===== src/rtl/rr_arb_4_idx.sv =====
// Four-requester round-robin arbiter with a registered 2-bit grant index,
// a hold watchdog and a one-cycle idle gap between successive owners.
module rr_arb_4_idx #(
    parameter int TIMEOUT = 16
) (
    input  logic       clk,
    input  logic       rst,
    input  logic [3:0] req,
    input  logic       done,
    output logic       gnt_valid,
    output logic [1:0] gnt_idx,
    output logic       timeout
);

    typedef enum logic {
        IDLE  = 1'b0,
        GRANT = 1'b1
    } state_t;

    // Last hold count value before the watchdog revokes the grant.
    localparam logic [7:0] HOLD_LAST = 8'(TIMEOUT - 1);

    state_t     state_reg, state_next;
    logic [1:0] ptr_reg, ptr_next;
    logic [7:0] hcnt_reg, hcnt_next;
    logic       gnt_valid_reg, gnt_valid_next;
    logic [1:0] gnt_idx_reg, gnt_idx_next;
    logic       timeout_reg, timeout_next;

    logic [3:0] rot_req;
    logic [1:0] win_off;
    logic [1:0] winner;

    // Requests rotated so that position 0 is the current priority holder.
    genvar gi;
    generate
        for (gi = 0; gi < 4; gi++) begin : g_rot
            assign rot_req[gi] = req[ptr_reg + 2'(gi)];
        end
    endgenerate

    // Lowest set position in the rotated vector is the winner's offset from ptr.
    always_comb begin
        win_off = 2'd0;
        for (int i = 3; i >= 0; i--) begin
            if (rot_req[i]) begin
                win_off = 2'(i);
            end
        end
    end

    assign winner = ptr_reg + win_off;

    // Next-state and output logic for the IDLE/GRANT controller.
    always_comb begin
        state_next     = state_reg;
        ptr_next       = ptr_reg;
        hcnt_next      = hcnt_reg;
        gnt_valid_next = gnt_valid_reg;
        gnt_idx_next   = gnt_idx_reg;
        timeout_next   = 1'b0;
        case (state_reg)
            IDLE: begin
                if (|req) begin
                    gnt_idx_next   = winner;
                    gnt_valid_next = 1'b1;
                    hcnt_next      = 8'd0;
                    state_next     = GRANT;
                end
            end
            GRANT: begin
                if (done || (hcnt_reg == HOLD_LAST)) begin
                    // Release; a simultaneous done makes it a normal release.
                    gnt_valid_next = 1'b0;
                    ptr_next       = gnt_idx_reg + 2'd1;
                    state_next     = IDLE;
                    timeout_next   = ~done;
                end else begin
                    hcnt_next = hcnt_reg + 8'd1;
                end
            end
            default: begin
                state_next = IDLE;
            end
        endcase
    end

    // State and output registers with synchronous reset.
    always_ff @(posedge clk) begin
        if (rst) begin
            state_reg     <= IDLE;
            ptr_reg       <= 2'd0;
            hcnt_reg      <= 8'd0;
            gnt_valid_reg <= 1'b0;
            gnt_idx_reg   <= 2'd0;
            timeout_reg   <= 1'b0;
        end else begin
            state_reg     <= state_next;
            ptr_reg       <= ptr_next;
            hcnt_reg      <= hcnt_next;
            gnt_valid_reg <= gnt_valid_next;
            gnt_idx_reg   <= gnt_idx_next;
            timeout_reg   <= timeout_next;
        end
    end

    assign gnt_valid = gnt_valid_reg;
    assign gnt_idx   = gnt_idx_reg;
    assign timeout   = timeout_reg;

endmodule


===== config.mk =====
export PLATFORM = sky130hd
export DESIGN_NAME = rr_arb_4_idx
export DESIGN_NICKNAME = d
export VERILOG_FILES = /design/src/rtl/rr_arb_4_idx.sv
export SDC_FILE = /design/constraint.sdc
export NUM_CORES = 1
export LEC_CHECK = 0
export CAP_MARGIN = 20
export CORE_MARGIN = 1
export CORE_UTILIZATION = 40
export DETAILED_ROUTE_END_ITERATION = 8
export PLACE_DENSITY = 0.61
export SLEW_MARGIN = 20
export SYNTH_ARGS = -nofsm -noshare
export SYNTH_HDL_FRONTEND = slang
export SYNTH_SLANG_ARGS = --single-unit
export TNS_END_PERCENT = 100

===== constraint.sdc =====
create_clock -name clk -period 3.2 [get_ports clk]
set_input_delay 0.96 -clock clk [delete_from_list [all_inputs] [get_ports clk]]
set_output_delay 0.96 -clock clk [all_outputs]
set_load 0.01 [all_outputs]

==> key figures <==
Placed design
  • Hpwl dp: 1190 um
  • Placer Congestion: around 0.79
  • Setup WS pre-CTS: between 0.15 and 0.2 ns
  • PortBufs: 10

STA
  • Slew Limit Fails: 0
  • FMAX: 359 MHz
  • Final hold slack: 0.506 ns
  • Min Clock Period, post-route: 2.79 ns
  • Period utilization: 87.1%
  • Final setup violating endpoints: 0
  • Final Skew: 0.00432 ns
  • Final TNS setup: 0 ns
  • Final Hold Viols: 0
  • Fin worst setup slack: 0.413 ns
  • Worst Tran Pin Value: 0.560 ns
  • Worst rel slew slack: 62.5%
  • RSZ-0062 raised after global routing: no

Run
  • MaxCap Viol Count: 0

Clock network
  • CTS tree: done
  • CTS buffer count: 3
  • Post-CTS Resized: 0
  • # clock sinks: 15
  • Clk_lat worst skew: 0.27 ns
  • Worst-path clk slew: approximately 0.08 ns
  • Hold buffers post-CTS: 0
  • Clk root buf: clkbuf_4
  • # Post-CTS Setup Buffers: 0
  • CTS max path bufs: 2
  • H-tree depth: 1

Logic synthesis
  • Synthesized flop and latch total: 15
  • Cell variety after synth: 33
  • Syn_nets: 105
  • Mean Syn Cell Area: 8.45 um^2
  • Cell Area, Synth: between 800 and 900 um^2
  • Sequential element share of the synthesized area: 37.0%
  • Mapped Cells: 96
  • EDFF count, synth: 0
  • Share of flip-flops with an asynchronous set or reset: 0%
  • Yosys warns: 0
  • Primary FF master, synth: dfxtp_1

Floorplanning
  • Chip width: between 40 and 50 um
  • Std-Cell Core Area: 1820 um^2
  • Row count: 15
  • Area of the die: between 2000 and 2500 um^2
  • Initial Util: 44.5%
  • Die height: 47.0 um
  • IO Count: 11

Power and ir drop
  • Gate power share: 19.2%
  • Internal power: 280 uW
  • Sequential Power Share: 53.7%
  • Pwr Density: 398 nW/um^2
  • Switching Share: 26.9%
  • Lkg Pwr: 0.323 nW
  • Overall Power: approximately 380 uW
  • VDD IR max: around 0.22 mV
  • Clock power share: 27.1%
  • Sw Pwr: a little over 100 uW

GRT
  • Remaining Overflow, GRT: 0
  • First-pass GRT wire length: approximately 2900 um
  • Largest net degree at the start of global routing: 16
  • All-layer global routing usage: 18.5%
  • Vias in the first global route: 652
  • Initial antenna violation count: 0

Status
  • Status: completed

Critical path
  • WP data arrival: 2.96 ns
  • Req. time, crit path: 3.38 ns
  • Max stage delay cell, worst path: clkdlybuf4s50_1
  • Crit path cell chain: clkdlybuf4s50_1 > inv_1 > o311a_1 > o21ai_0 > ha_1 > xnor2_1 > or3_1 > a311oi_1
  • CP max stage delay: about 0.55 ns
  • CP startpoint kind: input port
  • Bufs and invs on worst path: 2
  • Worst Path Max Fanout: 5
  • CP Class: input port to flip-flop
  • Worst path top cell family by delay: compound AO/OA/AOI/OAI gates
  • Critical Path End Type: flip-flop

Detailed routing
  • DRC viols: 0
  • DRT Pass-1 Iters: 4
  • Antenna viol nets, final: 0
  • WL/cell: 12.4 um
  • Post-Route WL: 1640 um
  • Vias: roughly 730
  • 1st-iter DRT viols: 12
  • Via density: 5.48

Min path
  • Hold crit path type: flip-flop to flip-flop

Final layout
  • Max reg flops: 8
  • Synth-to-layout area growth: 19.0%
  • Util after Layout: 53.0%
  • Layout cell share with drive strength beyond 1: 10.2%
  • ANT cells: 0
  • Nets: 118
==> cells in the final DEF, fill, tap and decap left out <==
master	netlist	layout
a211oi_1	4	4
nor3b_1	3	3
a21oi_2	1	1
a21oi_1	8	8
clkdlybuf4s50_1	0	10
nand3_1	3	3
a31oi_1	1	1
buf_4	0	2
clkbuf_1	1	1
nand2b_1	1	1
nor4_4	1	1
clkbuf_4	0	3
inv_1	3	3
o2111ai_1	3	3
nor2_1	15	15
a311o_1	1	1
nor4_1	1	1
nor3_1	4	4
nand2_1	4	4
o211ai_1	2	2
ha_1	2	2
nor2b_2	1	1
a211oi_2	1	1
or2_2	1	1
a311oi_1	1	1
or3_1	2	2
nor2_2	1	1
mux2i_1	2	2
and3_1	1	1
dfxtp_1	15	15
xor2_1	2	2
o311a_1	1	1
xnor2_1	3	3
o21ai_0	3	3
nand4_1	1	1
==> synth_stat cells (2+ instances only) <==
cell | n | share of area, %
nor3_1 | 4 | 2.5
a211oi_1 | 4 | 3.7
buf_2 | 3 | 1.9
inv_1 | 3 | 1.4
nor3b_1 | 3 | 2.8
xor2_1 | 2 | 2.2
nor2_1 | 15 | 6.9
or3_1 | 2 | 1.5
o2111ai_1 | 3 | 3.2
ha_1 | 2 | 3.1
nand3_1 | 3 | 1.9
o211ai_1 | 2 | 1.9
o21ai_0 | 3 | 1.9
mux2i_1 | 2 | 2.5
xnor2_1 | 3 | 3.2
nand2_1 | 4 | 1.9
a21oi_1 | 8 | 4.9
dfxtp_1 | 15 | 37
==> final timing paths <==
path	cells after the start	to	slack (ns)	from
max	8	gnt_idx[1]$_SDFFE_PP0P_	0.41	req[3]
min	2	gnt_valid$_SDFFE_PP0P_	0.51	gnt_valid$_SDFFE_PP0P_
max reg2reg	7	gnt_idx[1]$_SDFFE_PP0P_	1.20	ptr_reg[0]$_SDFFE_PP0P_
min reg2reg	2	gnt_valid$_SDFFE_PP0P_	0.51	gnt_valid$_SDFFE_PP0P_
==> kinds of logic (layout without fill, tap and decap cells) <==
group	Yosys count	count (layout)	synth area share [%]
xor gates and xnor gates	5	5	5.40
buffers and inverters	7	19	3.70
and+or+nand+nor	39	39	25.8
DFF	15	15	37.0
adders and majority gates	2	2	3.09
muxes	2	2	2.47
AOI/OAI and AO/OA	26	26	22.5
==> area by class of cell <==
type	instances	area (um^2)
Clock buffer	4	26.3
Fill cell	179	856
Inverter	3	11.3
Multi-Input combinational cell	74	480
Sequential cell	15	300
Tap cell	25	31.3
Timing Repair Buffer	12	115
==> power by group through the flow <==
stage | Clock, mW | Sequential, mW | Combinational [mW]
floorplan | 0 | 0.208 | 0.0436
global placement | 0 | 0.210 | 0.0727
detailed placement | 0 | 0.210 | 0.0732
CTS | 0.109 | 0.206 | 0.0737
global route | 0.119 | 0.208 | 0.0824
finish | 0.104 | 0.206 | 0.0736
==> tightest hold or removal path, stage by stage (launching register included) <==
cell,delay (ns)
dfxtp_1,0.32
nor2_1,0.10
nor3_1,0.05
==> metrics by stage <==
stage	instance area, um^2	instances
after detailed placement	938	129
final	965	133
after global placement	938	129
after floorplan	811	96
after global routing	965	133
after CTS	965	133
==> layer usage <==
metal	share of wire, %	GRT usage [%]
met1	53	27.9
met2	41	24.4
met3	4.4	4.62
met4	0.79	8.57
met5	0	0
Power figures use the tool's default switching activity.
